### src/rtl/alu_exec_stage_if.sv
// Execute-stage bus: operands/controls in, registered ALU results out.
// Optional overflow signal present when ALU_OVERFLOW_DET_EN is defined.
interface alu_exec_stage_if #(
    parameter int WIDTH = 32
);
    logic             in_valid;
    logic [1:0]       alu_op;
    logic [5:0]       funct;
    logic [WIDTH-1:0] op_a;
    logic [WIDTH-1:0] op_b;
    logic             branch;
    logic             out_valid;
    logic [3:0]       alu_ctl;
    logic [WIDTH-1:0] result;
    logic             zero;
    logic             branch_taken;
    logic             illegal_funct;
`ifdef ALU_OVERFLOW_DET_EN
    logic             overflow;
`endif

    modport master (
        output in_valid, alu_op, funct, op_a, op_b, branch,
`ifdef ALU_OVERFLOW_DET_EN
        input  overflow,
`endif
        input  out_valid, alu_ctl, result, zero,
        input  branch_taken, illegal_funct
    );

    modport slave (
        input  in_valid, alu_op, funct, op_a, op_b, branch,
`ifdef ALU_OVERFLOW_DET_EN
        output overflow,
`endif
        output out_valid, alu_ctl, result, zero,
        output branch_taken, illegal_funct
    );
endinterface

### src/rtl/alu_exec_stage.sv
// Registered MIPS-subset execute stage: ALU-control decode, ALU, branch gate.
// Define ALU_OVERFLOW_DET_EN to add the registered signed-overflow flag.
module alu_exec_stage #(
    parameter int WIDTH = 32
) (
    input logic             clk,
    input logic             rst,
    alu_exec_stage_if.slave bus
);
    localparam logic [3:0] CTL_AND = 4'b0000;
    localparam logic [3:0] CTL_OR  = 4'b0001;
    localparam logic [3:0] CTL_ADD = 4'b0010;
    localparam logic [3:0] CTL_SUB = 4'b0110;
    localparam logic [3:0] CTL_SLT = 4'b0111;
    localparam logic [3:0] CTL_NOR = 4'b1100;

    logic [3:0]       ctl;
    logic             illegal;
    logic [WIDTH-1:0] sum;
    logic [WIDTH-1:0] diff;
    logic [WIDTH-1:0] res;
    logic             is_zero;
    logic             slt_bit;

    always_comb begin
        ctl     = CTL_ADD;
        illegal = 1'b0;
        unique case (bus.alu_op)
            2'b00: ctl = CTL_ADD;
            2'b01: ctl = CTL_SUB;
            2'b11: ctl = CTL_ADD;
            2'b10: begin
                unique case (1'b1)
                    (bus.funct == 6'b100000),
                    (bus.funct == 6'b100001): ctl = CTL_ADD;
                    (bus.funct == 6'b100010),
                    (bus.funct == 6'b100011): ctl = CTL_SUB;
                    (bus.funct == 6'b100100): ctl = CTL_AND;
                    (bus.funct == 6'b100101): ctl = CTL_OR;
                    (bus.funct == 6'b101010): ctl = CTL_SLT;
                    (bus.funct == 6'b100111): ctl = CTL_NOR;
                    default: begin
                        ctl     = CTL_ADD;
                        illegal = 1'b1;
                    end
                endcase
            end
            default: ctl = CTL_ADD;
        endcase
    end

    assign sum     = bus.op_a + bus.op_b;
    assign diff    = bus.op_a - bus.op_b;
    assign slt_bit = $signed(bus.op_a) < $signed(bus.op_b);

    always_comb begin
        res = '0;
        case (ctl)
            CTL_AND: res = bus.op_a & bus.op_b;
            CTL_OR:  res = bus.op_a | bus.op_b;
            CTL_ADD: res = sum;
            CTL_SUB: res = diff;
            CTL_SLT: res = {{(WIDTH-1){1'b0}}, slt_bit};
            CTL_NOR: res = ~(bus.op_a | bus.op_b);
            default: res = '0;
        endcase
    end

    assign is_zero = (res == '0);

    always_ff @(posedge clk or posedge rst) begin
        if (rst) begin
            bus.out_valid     <= 1'b0;
            bus.alu_ctl       <= 4'b0000;
            bus.result        <= '0;
            bus.zero          <= 1'b0;
            bus.branch_taken  <= 1'b0;
            bus.illegal_funct <= 1'b0;
        end else begin
            bus.out_valid <= bus.in_valid;
            if (bus.in_valid) begin
                bus.alu_ctl       <= ctl;
                bus.result        <= res;
                bus.zero          <= is_zero;
                bus.branch_taken  <= bus.branch & is_zero;
                bus.illegal_funct <= illegal;
            end
        end
    end

`ifdef ALU_OVERFLOW_DET_EN
    logic ovf;
    logic sa;
    logic sb;

    assign sa = bus.op_a[WIDTH-1];
    assign sb = bus.op_b[WIDTH-1];

    always_comb begin
        ovf = 1'b0;
        if (ctl == CTL_ADD)
            ovf = (sa == sb) && (sum[WIDTH-1] != sa);
        else if (ctl == CTL_SUB)
            ovf = (sa != sb) && (diff[WIDTH-1] != sa);
    end

    always_ff @(posedge clk or posedge rst) begin
        if (rst)
            bus.overflow <= 1'b0;
        else if (bus.in_valid)
            bus.overflow <= ovf;
    end
`endif
endmodule

### src/flat_wrapper.sv
// flat-port wrapper written by rule: the top's interface ports become plain ports
module alu_exec_stage_flat 
#(
    parameter int WIDTH = 32
)
  (clk, rst, bus_in_valid, bus_alu_op, bus_funct, bus_op_a, bus_op_b, bus_branch, bus_out_valid, bus_alu_ctl, bus_result, bus_zero, bus_branch_taken, bus_illegal_funct);
  alu_exec_stage_if #(.WIDTH(WIDTH)) bus_i ();
  input logic clk;
  input logic rst;
  input wire logic [$bits(bus_i.in_valid)-1:0] bus_in_valid;
  input wire logic [$bits(bus_i.alu_op)-1:0] bus_alu_op;
  input wire logic [$bits(bus_i.funct)-1:0] bus_funct;
  input wire logic [$bits(bus_i.op_a)-1:0] bus_op_a;
  input wire logic [$bits(bus_i.op_b)-1:0] bus_op_b;
  input wire logic [$bits(bus_i.branch)-1:0] bus_branch;
  output wire logic [$bits(bus_i.out_valid)-1:0] bus_out_valid;
  output wire logic [$bits(bus_i.alu_ctl)-1:0] bus_alu_ctl;
  output wire logic [$bits(bus_i.result)-1:0] bus_result;
  output wire logic [$bits(bus_i.zero)-1:0] bus_zero;
  output wire logic [$bits(bus_i.branch_taken)-1:0] bus_branch_taken;
  output wire logic [$bits(bus_i.illegal_funct)-1:0] bus_illegal_funct;
  assign bus_i.in_valid = bus_in_valid;
  assign bus_i.alu_op = bus_alu_op;
  assign bus_i.funct = bus_funct;
  assign bus_i.op_a = bus_op_a;
  assign bus_i.op_b = bus_op_b;
  assign bus_i.branch = bus_branch;
  assign bus_out_valid = bus_i.out_valid;
  assign bus_alu_ctl = bus_i.alu_ctl;
  assign bus_result = bus_i.result;
  assign bus_zero = bus_i.zero;
  assign bus_branch_taken = bus_i.branch_taken;
  assign bus_illegal_funct = bus_i.illegal_funct;
  alu_exec_stage #(.WIDTH(WIDTH)) u_core (.clk(clk), .rst(rst), .bus(bus_i));
endmodule
### config.mk
export PLATFORM = sky130hd
export DESIGN_NAME = alu_exec_stage_flat
export DESIGN_NICKNAME = d
export VERILOG_FILES = /design/src/rtl/alu_exec_stage_if.sv /design/src/rtl/alu_exec_stage.sv /design/src/flat_wrapper.sv
export SDC_FILE = /design/constraint.sdc
export NUM_CORES = 1
export LEC_CHECK = 0
export BUFFER_PORTS_ARGS = -buffer_cell sky130_fd_sc_hd__buf_2
export CORE_UTILIZATION = 47
export CTS_CLUSTER_SIZE = 28
export DETAILED_ROUTE_END_ITERATION = 10
export PLACE_DENSITY = 0.64
export SLEW_MARGIN = 20
export SYNTH_ARGS = -nofsm -noshare
export SYNTH_HDL_FRONTEND = slang
export SYNTH_SLANG_ARGS = --single-unit
export TNS_END_PERCENT = 10
### constraint.sdc
create_clock -name clk -period 1.62 [get_ports clk]
set_input_delay 0.324 -clock clk [delete_from_list [all_inputs] [get_ports clk]]
set_output_delay 0.324 -clock clk [all_outputs]
set_load 0.02 [all_outputs]
Word level (Yosys, flattened, before mapping)
Cells that the tools add are included.
{"block": "totals", "ramBits": 0, "romBits": 0, "n_memories": 0, "in_bits": 76, "output_inout_bits": 40, "wordCells": 40, "regBits": 40, "latchBits": 0}
{"block": "classes", "shift": 0, "bitwise": 4, "n_eq_ne": 16, "n_lt_le_gt_ge": 1, "reduce_logical": 6, "div": 0, "n_mux": 5, "multipliers": 0, "n_addsub": 2}
{"operator": "32-bit case mux with 6 select lines", "n": 1}
{"operator": "6-bit == test, second input constant", "n": 8}
{"operator": "32-bit adder", "n": 1}
{"operator": "32-bit bitwise AND", "n": 1}
{"operator": "32-bit zero test", "n": 1}
{"operator": "32-bit < comparator", "n": 1}
{"operator": "32-bit inverter", "n": 1}
{"operator": "32-bit OR", "n": 1}
{"operator": "32-bit subtractor", "n": 1}
{"operator": "4-bit case mux with 5 select lines", "n": 1}
{"operator": "4-bit case mux with 3 select lines", "n": 1}
{"operator": "4-bit by 3-bit == test with 1-bit output, second input constant", "n": 2}
{"operator": "8-bit OR reduction", "n": 1}
{"operator": "2-bit == test, second input constant", "n": 2}
{"operator": "4-bit by 1-bit == test with 1-bit output, second input constant", "n": 1}
{"operator": "4-bit by 2-bit == test with 1-bit output, second input constant", "n": 1}
{"operator": "4-bit == test, second input constant", "n": 1}
{"operator": "4-bit zero test", "n": 1}
{"operator": "2-bit OR reduction", "n": 2}
{"operator": "2-bit by 1-bit == test with 1-bit output, second input constant", "n": 1}
{"operator": "2-bit zero test", "n": 1}
{"operator": "1-bit 2-to-1 mux", "n": 2}
{"operator": "1-bit bitwise AND", "n": 1}

Depth between registers and ports, before layout
Gate-level depths: netlist (run 1).
{"block": "logic_depth", "depth_word": 8, "depth_mapped": 16, "depth_no_buf": 14}

Least setup slack after synthesis (run 1)
Ideal clock, no wire load.
{"block": "synth_timing", "path_type": "input-to-reg", "startpoint": "in bus_op_a[0]", "endpoint": "reg u_core.bus.branch_taken", "setup_ns": 0.078, "required_ns": 1.542, "stages": 14, "path_slack_ns": -1.668, "path_buffers": 0, "t_arrival_ns": 3.210, "cell_sequence": "inv_1 ha_1 fa_1 o21ba_2 or4_4 a21oi_1 o21ai_1 o311ai_0 and3_1 o31ai_1 nand4bb_1 nor4_1 nand4_1 o2bb2ai_1"}
{"block": "synth_between", "elab_chain_cells": 5, "word_cells_on_any_way": 9, "classes_between": "add/sub: 2; order compare: 1; mux: 1; bitwise: 4; reduce/logical: 1"}
{"element": "start, declared", "line": "flat_wrapper.sv:13", "source": "input wire logic [$bits(bus_i.op_a)-1:0] bus_op_a;"}
{"element": "branches (longest 2 deep; another with 32-bit subtractor)"}
{"element": "32-bit case mux with 6 select lines *", "line": "alu_exec_stage.sv:58", "source": "case (ctl)"}
{"element": "32-bit zero test *", "line": "alu_exec_stage.sv:69", "source": "assign is_zero = (res == '0);"}
{"element": "1-bit bitwise AND *", "line": "alu_exec_stage.sv:85", "source": "bus.branch_taken <= bus.branch & is_zero;"}
{"element": "end signal, assigned", "line": "alu_exec_stage.sv:85"}
{"element": "end, declared", "line": "alu_exec_stage_if.sv:37", "source": "output branch_taken, illegal_funct"}
Every way passes the cells marked *.
A chain may end at the register's enable or synchronous reset.

Final worst setup path (run 1)
{"block": "layout_timing", "startpoint": "in bus_op_a[0]", "endpoint": "reg u_core.bus.zero"}
{"block": "layout_between", "elab_chain_cells": 4, "word_cells_on_any_way": 8, "classes_between": "add/sub: 2; order compare: 1; mux: 1; bitwise: 3; reduce/logical: 1"}
{"element": "branches (longest 2 deep; another with 32-bit subtractor)"}
{"element": "32-bit case mux with 6 select lines *", "line": "alu_exec_stage.sv:58"}
{"element": "32-bit zero test *", "line": "alu_exec_stage.sv:69"}
{"element": "end signal, assigned", "line": "alu_exec_stage.sv:84", "source": "bus.zero <= is_zero;"}
{"element": "end, declared", "line": "alu_exec_stage_if.sv:36", "source": "output out_valid, alu_ctl, result, zero,"}
Marked as above.

==> results of run 1 <==
## cell families after synthesis
family | Yosys count | share of synthesized area (%)
AOI/OAI and AO/OA | 350 | 32.1
xor gates and xnor gates | 18 | 2.15
buffers and inverters | 157 | 9.56
and+or+nand+nor | 328 | 22.4
DFF | 40 | 13.6
muxes | 14 | 2.05
adders and majority gates | 105 | 18.1
## worst max-delay path, stage by stage
cell and delay (ns):
buf_12 0.10, inv_12 0.03, ha_4 0.16, fa_2 0.36
o21ba_4 0.20, or4_4 0.47, buf_4 0.17, a21oi_4 0.16
nor4_2 0.10, nor4b_2 0.25, nor3_1 0.08, nor3_1 0.24
a21oi_2 0.10, a2111oi_4 0.36, nand4_1 0.21, o2bb2ai_1 0.19
## through the flow
step	setup TNS [ns]	total power, mW	setup slack [ns]
6_report	-36.63	7.15	-1.69
3_5_place_dp	-53.16	5.61	-2.27
5_1_grt	-39.99	7.53	-1.82
4_1_cts	-35.93	6.84	-1.69
3_3_place_gp	-52.13	5.56	-2.22
2_1_floorplan	-31.19	3.42	-1.49
## cell usage after synthesis (all sizes together), types with 9 or more instances
library cell,instances,area [um2]
buf,26,203
nand2,72,270
nand2b,12,75.1
nor2b,20,125
a21oi,106,534
nor4,15,93.8
and3,9,57.6
dfrtp,40,1000
a31oi,10,62.6
o21ai,76,384
inv,101,379
nor2,92,348
clkbuf,30,120
o211ai,12,90.1
nand3,23,115
o21a,16,120
a22o,10,88.8
nand4,17,106
a211oi,13,103
o31ai,14,110
nor3,32,160
xnor2,18,158
ha,103,1290
## how the worst max path moves through the flow
| stage | cells after the start | slack (ns) | to | from |
|---|---|---|---|---|
| floorplan | 14 | -1.49 | u_core.bus.branch_taken | bus_op_a[0] |
| global placement | 15 | -2.22 | u_core.bus.zero | bus_op_a[0] |
| detailed placement | 15 | -2.27 | u_core.bus.zero | bus_op_a[0] |
| CTS | 15 | -1.69 | u_core.bus.zero | bus_op_b[4] |
| global route | 18 | -1.82 | u_core.bus.zero | bus_op_b[7] |
| finish | 16 | -1.69 | u_core.bus.zero | bus_op_a[0] |
## layer usage
metal  routed length [um]  vias to the layer above
met2                13800                      475
met3                 2300                       96
met5                    0                        -
li1                     -                     4637
met4                  981                        0
met1                13200                     4566
## state kept, by name, summed over array words and instances (netlist names)
signal                    count
u_core.bus.out_valid          1
u_core.bus.result            32
u_core.bus.illegal_funct      1
u_core.bus.alu_ctl            4
u_core.bus.zero               1
u_core.bus.branch_taken       1
## power by group through the flow
| stage | clock (mW) | combinational, mW | sequential (mW) |
|---|---|---|---|
| floorplan | 0 | 1.92 | 1.50 |
| finish | 0.975 | 4.90 | 1.27 |
| detailed placement | 0 | 4.32 | 1.28 |
| CTS | 0.974 | 4.60 | 1.27 |
| global placement | 0 | 4.28 | 1.28 |
| global route | 1.01 | 5.23 | 1.29 |
## layout make-up
cell class,instances,share of cell area [%]
well taps,188,1.96
clock inverters,2,0.0833
clock buffers,6,1.16
multi-input cells,815,53.6
repair buffers,527,31.6
flip-flops and latches,40,8.33
inverters,101,3.26
## repair_timing
action                                  in CTS  in global routing
pin swaps                                   34                 35
cloned                                       0                  0
endpoints found under the hold margin        0                  0
endpoints found under the setup margin      37                 36
resized for setup                           89                 63
setup buffers                                5                  5
==> results_dict.tcl, run 1 <==
set metrics [dict create \
    period_share_pct 204 \
    vias_per_cell 5.82 \
    cts_tree "done" \
    fmax_ghz 0.302 \
    fin_util_pct 79.1 \
    p_switching_mw 3.03 \
    synth_nets 1193 \
    r2r-end "u_core.bus.result[12]" \
    yosys_warnings 0 \
    switching_share_pct 42.3 \
    rr_startpoint "u_core.bus.result[12]" \
    wl_per_cell_um 18.0 \
    final_cell_area_um2 12000 \
    grt.met1_usage_pct 50.3 \
    place_inst 1661 \
    finalSetupViolCount 34 \
    die_area_um2 16100 \
    io_pins 116 \
    min_period_ns 3.31 \
    synth_cell_types 91 \
    p_per_area_nw_per_um2 595 \
    tightest_slew_ns 0.637 \
    synthFlopType "dfrtp_1" \
    synth_area_um2 7340 \
    grt.total_usage_pct 36.9 \
    r2r_slack_ns 0.83 \
    fin_skew_ns 0 \
    min_path_type "primary input to asynchronous set/reset pin" \
    portBuffers 115 \
    clock_latency_ns 0.28 \
    criticalPathCategory "primary input to register" \
    first_pass_iters 8 \
    grt_pass1_wl_um 47400 \
    antenna_cells 0 \
    power_frac_seq_pct 17.8 \
    pwr-share-comb_pct 68.6 \
    cp.required_ns 1.82 \
    max-slew-margin-rel_pct 57.5 \
    syn_to_final_growth_pct 63.8 \
    intPower_mw 4.12 \
    drive_gt1_share_pct 46.1 \
    crit_arrival_ns 3.52 \
    timing.hold.ws_ns 0.157 \
    hold_viol 0 \
    max-cap-violations 0 \
    final_cell_mix "396 x buf_4, 112 x buf_2, 93 x inv_1, 87 x ha_1, 85 x nor2_1" \
    place_area_um2 11000 \
    worst_slack_ns -1.69 \
    wl_um 30300 \
    nets 1671 \
    cts_hold_buf 0 \
    worstSetupStartpointType "primary input" \
    outcome "finished, violations left" \
    grt_pass1_vias 9120 \
    root_buffer "clkbuf_16" \
    antenna_found_initial 0 \
    crit_fanout 4 \
    seqCellArea_um2 1000 \
    ys_seq_area_share_pct 13.6 \
    place_congestion 1.02 \
    overflow 0 \
    cts_max_level 2 \
    peakVddDrop_mv 0.708 \
    row_count 45 \
    die_w_um 127 \
    multi_input_area_um2 6440 \
    dp_hpwl_um 24500 \
    r2r_cells 1 \
    use_met3_pct 3.98 \
    start_util_pct 48.3 \
    synth_cells 1012 \
    n_fill_cell 1133 \
    vias 9774 \
    ys_ff_latch 40 \
    grt.busiest_layer "met2" \
    detail-route-antenna-nets 0 \
    synthArstFlopShare_pct 100 \
    drcViolationCount 0 \
    global_route.usage.met2_pct 61.2 \
    cts.sinks 40 \
    clk_pin_slew_ns 0.06 \
    core_area_um2 15200 \
    p_clk_share_pct 13.6 \
    die_height_um 127 \
    violations "setup timing" \
    cts_inserted_buffers 5 \
    synth_edf_count 0 \
    syn_area_per_cell_um2 7.25 \
    p_leak_nw 5.88 \
    end_kind "register" \
    final_common_cell "buf_4" \
    grt_max_degree 64 \
    cts_max_path_buffers 2 \
    drv_slew 0 \
    rsz0062_at_grt "true" \
    drtIter0Drc 881 \
    final_cells 1679 \
]
Power figures use the tool's default switching activity.
==> inputs of run 2 (changes only) <==
Clock period 1.62 ns to 3.27 ns, I/O delays scaled along.
==> run 2 against run 1 <==
Effect of this change:
- cell count fell by 2.4%
- the run still ends with setup timing left
- critical endpoint unchanged
- first-iteration DRC count rose by 16%
- utilization fell by 5.1 points
- largest cell class unchanged
==> results_dict.tcl, run 2 (synthesis results as in run 1) <==
set metrics [dict create \
    wl_per_cell_um 17.5 \
    die_height_um 127 \
    period_share_pct 113 \
    final_cells 1639 \
    n_fill_cell 1273 \
    wl_um 28600 \
    final_cell_area_um2 11200 \
    max-cap-violations 0 \
    antenna_found_initial 0 \
    outcome "finished, violations left" \
    cp.required_ns 3.47 \
    antenna_cells 0 \
    cts_tree "done" \
    top_regs "u_core.bus.result (32), u_core.bus.alu_ctl (4)" \
    criticalPathCategory "primary input to register" \
    start_util_pct 48.3 \
    p_per_area_nw_per_um2 297 \
    place_area_um2 10700 \
    root_buffer "clkbuf_16" \
    cpMostUsedCell "buf_4" \
    grt_pass1_wl_um 45500 \
    r2r_slack_ns 2.49 \
    largest_register "u_core.bus.result" \
    portBuffers 115 \
    grt.total_usage_pct 35.4 \
    drv_slew 0 \
    dp_hpwl_um 23500 \
    fmax_ghz 0.271 \
    die_area_um2 16100 \
    nets 1632 \
    drcViolationCount 0 \
    place_congestion 1.00 \
    worst_slack_ns -0.418 \
    cts_max_level 2 \
    vias_per_cell 5.79 \
    cts_inserted_buffers 5 \
    overflow 0 \
    core_area_um2 15200 \
    crit_fanout 4 \
    worstSetupStartpointType "primary input" \
    syn_to_final_growth_pct 53.1 \
    row_count 45 \
    max-slew-margin-rel_pct 55.5 \
    finalSetupViolCount 9 \
    tightest_slew_ns 0.659 \
    final_cell_mix "365 x buf_4, 113 x buf_2, 100 x inv_1, 98 x ha_1, 91 x a21oi_1" \
    cts_hold_buf 0 \
    p_leak_nw 5.59 \
    cp_cell_sequence "buf_8 > inv_6 > ha_4 > fa_2 > o21ba_4 > or4_4 > a21oi_4 > o21ai_2 > o311ai_2 > buf_4 > buf_4 > a21oi_2 > a31oi_1 > o21ai_1 > a2111oi_2 > nand4_1 > o2bb2ai_1" \
    max_stage_delay_ns 0.53 \
    peakVddDrop_mv 0.250 \
    critPathSlowestCell "or4_4" \
    fin_skew_ns 0 \
    cts.sinks 40 \
    hold_viol 0 \
    min_period_ns 3.69 \
    crit_arrival_ns 3.89 \
    end_kind "register" \
    clock_latency_ns 0.28 \
    place_inst 1619 \
    largest_reg_flops 32 \
    grt_max_degree 64 \
    min_path_type "primary input to asynchronous set/reset pin" \
    clk_pin_slew_ns 0.05 \
    io_pins 116 \
    final_common_cell "buf_4" \
    grt_pass1_vias 8919 \
    cts_max_path_buffers 2 \
    detail-route-antenna-nets 0 \
    die_w_um 127 \
    rsz0062_at_grt "true" \
    first_pass_iters 6 \
    vias 9497 \
    drtIter0Drc 1019 \
    drive_gt1_share_pct 40.5 \
    violations "setup timing" \
]
run 2: changes by cell type in the layout (fill, tap and decap cells not counted), moves of 9 or more:
cell,delta
ha_1,+11
buf_6,-9
ha_4,-10
a21oi_2,-11
buf_4,-31
a21oi_1,+14
run 2: repair_timing:
item / in CTS / in global routing
pin swaps: 20 / 12
gates cloned: 0 / 0
setup endpoints to repair: 12 / 21
endpoints found under the hold margin: 0 / 0
resized for setup: 41 / 27
setup buffers: 8 / 5
run 2: metrics by stage:
step | TNS, ns | total power [mW] | utilization [%] | hold WS (ns) | setup slack (ns)
after floorplan | -0.509 | 1.69 | - | 0.591 | -0.223
after global placement | -7.94 | 2.67 | 70.2 | 0.471 | -0.846
after detailed placement | -8.62 | 2.69 | 70.2 | 0.474 | -0.867
after CTS | -1.23 | 3.25 | 72.8 | 0.487 | -0.394
after global routing | -3.17 | 3.54 | 73.9 | 0.508 | -0.553
final | -1.72 | 3.34 | 73.9 | 0.478 | -0.418
run 2: path summary, 6_finish.rpt:
kind	startpoint	to	depth (start not counted)
worst min-delay path	rst	u_core.bus.result[22]	3
worst min register to register	u_core.bus.alu_ctl[0]	u_core.bus.alu_ctl[0]	2
max in group asynchronous	rst	u_core.bus.result[5]	3
worst max register to register	u_core.bus.result[13]	u_core.bus.result[13]	1
min in group clk	u_core.bus.alu_ctl[0]	u_core.bus.alu_ctl[0]	2
worst max-delay path	bus_op_a[0]	u_core.bus.zero	17
run 2: per-layer routing:
layer	share of wire [%]	GRT usage, %	vias up	wire [um]
met1	45	48.5	4386	12800
met5	0	0	-	0
met2	44	56.9	466	12500
met4	3.7	13.6	0	1050
li1	-	-	4551	-
met3	7.7	4.10	94	2200
run 2: layout make-up:
| cell class | count | area [um2] | area share [%] |
|---|---|---|---|
| inverter | 101 | 384 | 3.42 |
| timing repair buffer | 488 | 3470 | 30.9 |
| clock buffer | 7 | 153 | 1.36 |
| multi-input combinational | 815 | 5990 | 53.3 |
| tap | 188 | 235 | 2.09 |
| sequential | 40 | 1000 | 8.90 |
run 2: worst max-delay path: cells and delay by family:
family          cells  cell delay, ns
buf+inv             4            0.40
compound gates      9            1.58
simple gates        2            0.72
fa+ha+maj           2            0.52
run 2: where the power goes:
group	leakage (nW)	internal [mW]	switching, mW
Combinational	5.03	1.05	1.18
Sequential	0.480	0.583	0.0452
Clock	0.0760	0.319	0.169
Total	5.59	1.95	1.39
==> inputs of run 3 (changes only) <==
Settings changed: CORE_ASPECT_RATIO from default to 1.25, CTS_BUF_LIST from default to sky130_fd_sc_hd__clkbuf_2 sky130_fd_sc_hd__clkbuf_4 sky130_fd_sc_hd__clkbuf_8.
==> run 3 against run 2 <==
Effect of this change:
- the flow still finishes with violations (setup timing)
- global-route usage fell by 0.62 points
- clock skew did not move
- critical endpoint is now u_core.bus.branch_taken
- hold slack got worse by 0.026 ns
- cell count rose by 1.8%
- clock power fell by 34%
==> results_dict.tcl, run 3 (synthesis results as in run 1) <==
set metrics [dict create \
    drt-met1-wl_um 12300 \
    rr_startpoint "u_core.bus.result[18]" \
    n_fill_cell 1297 \
    clock_latency_ns 0.30 \
    drv_slew 0 \
    crit_fanout 4 \
    place_ws_ns -0.926 \
    largest_register "u_core.bus.result" \
    cts_hold_buf 0 \
    cp_cell_sequence "buf_8 > inv_4 > ha_4 > fa_2 > o21ba_4 > or4_4 > a21oi_4 > buf_4 > nor3_1 > o211ai_1 > nand3_2 > nor4_2 > buf_4 > o211ai_1 > nor4_2 > nand4_1 > o2bb2ai_1" \
    dp_hpwl_um 23800 \
    wl_per_cell_um 17.1 \
    min_period_ns 3.74 \
    met2_length_um 13400 \
    p_switching_mw 1.39 \
    clk_pin_slew_ns 0.07 \
    min_path_type "primary input to asynchronous set/reset pin" \
    grt.total_usage_pct 34.8 \
    cts_max_level 2 \
    core_area_um2 15100 \
    drtIter0Drc 762 \
    fin_util_pct 74.3 \
    cts.sinks 40 \
    syn_to_final_growth_pct 53.3 \
    period_share_pct 114 \
    hold_viol 0 \
    max-cap-violations 0 \
    peakVddDrop_mv 0.160 \
    drcViolationCount 0 \
    finalSetupViolCount 9 \
    largest_reg_flops 32 \
    max_stage_delay_ns 0.57 \
    antenna_cells 0 \
    antenna_found_initial 0 \
    fmax_ghz 0.268 \
    die_w_um 114 \
    overflow 0 \
    pwr-share-comb_pct 70.2 \
    cts_inserted_buffers 5 \
    end_kind "register" \
    switching_share_pct 43.5 \
    wl_met3_um 1860 \
    root_buffer "clkbuf_8" \
    die_height_um 142 \
    fin_skew_ns 0 \
    die_area_um2 16100 \
    vias 9491 \
    intPower_mw 1.80 \
    start_util_pct 48.5 \
    row_count 50 \
    top_regs "u_core.bus.result (32), u_core.bus.alu_ctl (4)" \
    place_congestion 1.02 \
    detail-route-antenna-nets 0 \
    cts_max_path_buffers 2 \
    final_cell_mix "375 x buf_4, 110 x buf_2, 97 x inv_1, 97 x ha_1, 93 x a21oi_1" \
    wl_um 28500 \
    cp.required_ns 3.50 \
    worst_slack_ns -0.467 \
    nets 1641 \
    grt_pass1_vias 8796 \
    rsz0062_at_grt "true" \
    outcome "finished, violations left" \
    vias_per_cell 5.69 \
    critPathSlowestCell "or4_4" \
    worstSetupStartpointType "primary input" \
    total_power_mw 3.19 \
    max-slew-margin-rel_pct 60.6 \
    top_layer "met4" \
    p_clk_share_pct 10.1 \
    violations "setup timing" \
    cts_tree "done" \
    crit_start "bus_op_a[0]" \
    final_common_cell "buf_4" \
    drive_gt1_share_pct 40.7 \
    grt_pass1_wl_um 44400 \
    criticalPathCategory "primary input to register" \
    first_pass_iters 5 \
    portBuffers 115 \
    crit_arrival_ns 3.96 \
    finalSetupTns_ns -2.02 \
    grt_max_degree 64 \
    tightest_slew_ns 0.583 \
    p_per_area_nw_per_um2 283 \
    io_pins 116 \
    power_frac_seq_pct 19.6 \
    p_leak_nw 5.61 \
]
[run 3: path summary, 6_finish.rpt]
| path | to | slack [ns] | depth (start not counted) |
|---|---|---|---|
| setup / recovery | u_core.bus.branch_taken | -0.47 | 17 |
| hold / removal | u_core.bus.alu_ctl[0] | 0.45 | 3 |
| setup reg to reg | u_core.bus.result[18] | 2.44 | 1 |
| hold reg to reg | u_core.bus.result[29] | 0.48 | 1 |
| max in group asynchronous | u_core.bus.result[14] | 2.48 | 3 |
| min in group clk | u_core.bus.result[29] | 0.48 | 1 |
[run 3: critical path, delay by kind of cell]
family	cells	cell delay, ns
simple gates	6	1.48
compound gates	5	0.92
fa+ha+maj	2	0.50
buf+inv	4	0.42
[run 3: cell type report]
class                      count  area, um2  share of cell area (%)
clock inverter                 3       18.8                   0.167
timing repair buffer         497       3560                    31.6
inverter                     101        382                    3.39
sequential                    40       1000                    8.89
clock buffer                   5       68.8                   0.612
multi-input combinational    815       5970                    53.0
tap                          208        260                    2.31
[run 3: routing by layer]
| metal | vias up | GRT usage, % |
|---|---|---|
| met2 | 442 | 60.4 |
| met3 | 73 | 1.84 |
| met4 | 0 | 12.5 |
| met5 | - | 0 |
| li1 | 4582 | - |
| met1 | 4394 | 45.5 |
[run 3: through the flow]
step	instance area, um2	hold slack [ns]	instances
6_report	11300	0.453	1669
3_5_place_dp	10700	0.466	1642
5_1_grt	11300	0.499	1669
3_3_place_gp	10700	0.464	1642
4_1_cts	11000	0.466	1663
2_1_floorplan	7400	0.591	1012
[run 3: power by group through the flow]
stage | logic [mW] | registers (mW) | clock network, mW
3_3_place_gp | 2.05 | 0.632 | 0
4_1_cts | 2.14 | 0.627 | 0.331
2_1_floorplan | 0.943 | 0.744 | 0
3_5_place_dp | 2.07 | 0.636 | 0
5_1_grt | 2.40 | 0.636 | 0.350
6_report | 2.24 | 0.626 | 0.323
[run 3: what timing repair did]
action                                  in CTS  in global routing
pin swaps                                   22                 24
gates resized for setup                     31                 38
endpoints found under the setup margin      11                 18
setup buffers                               13                  6
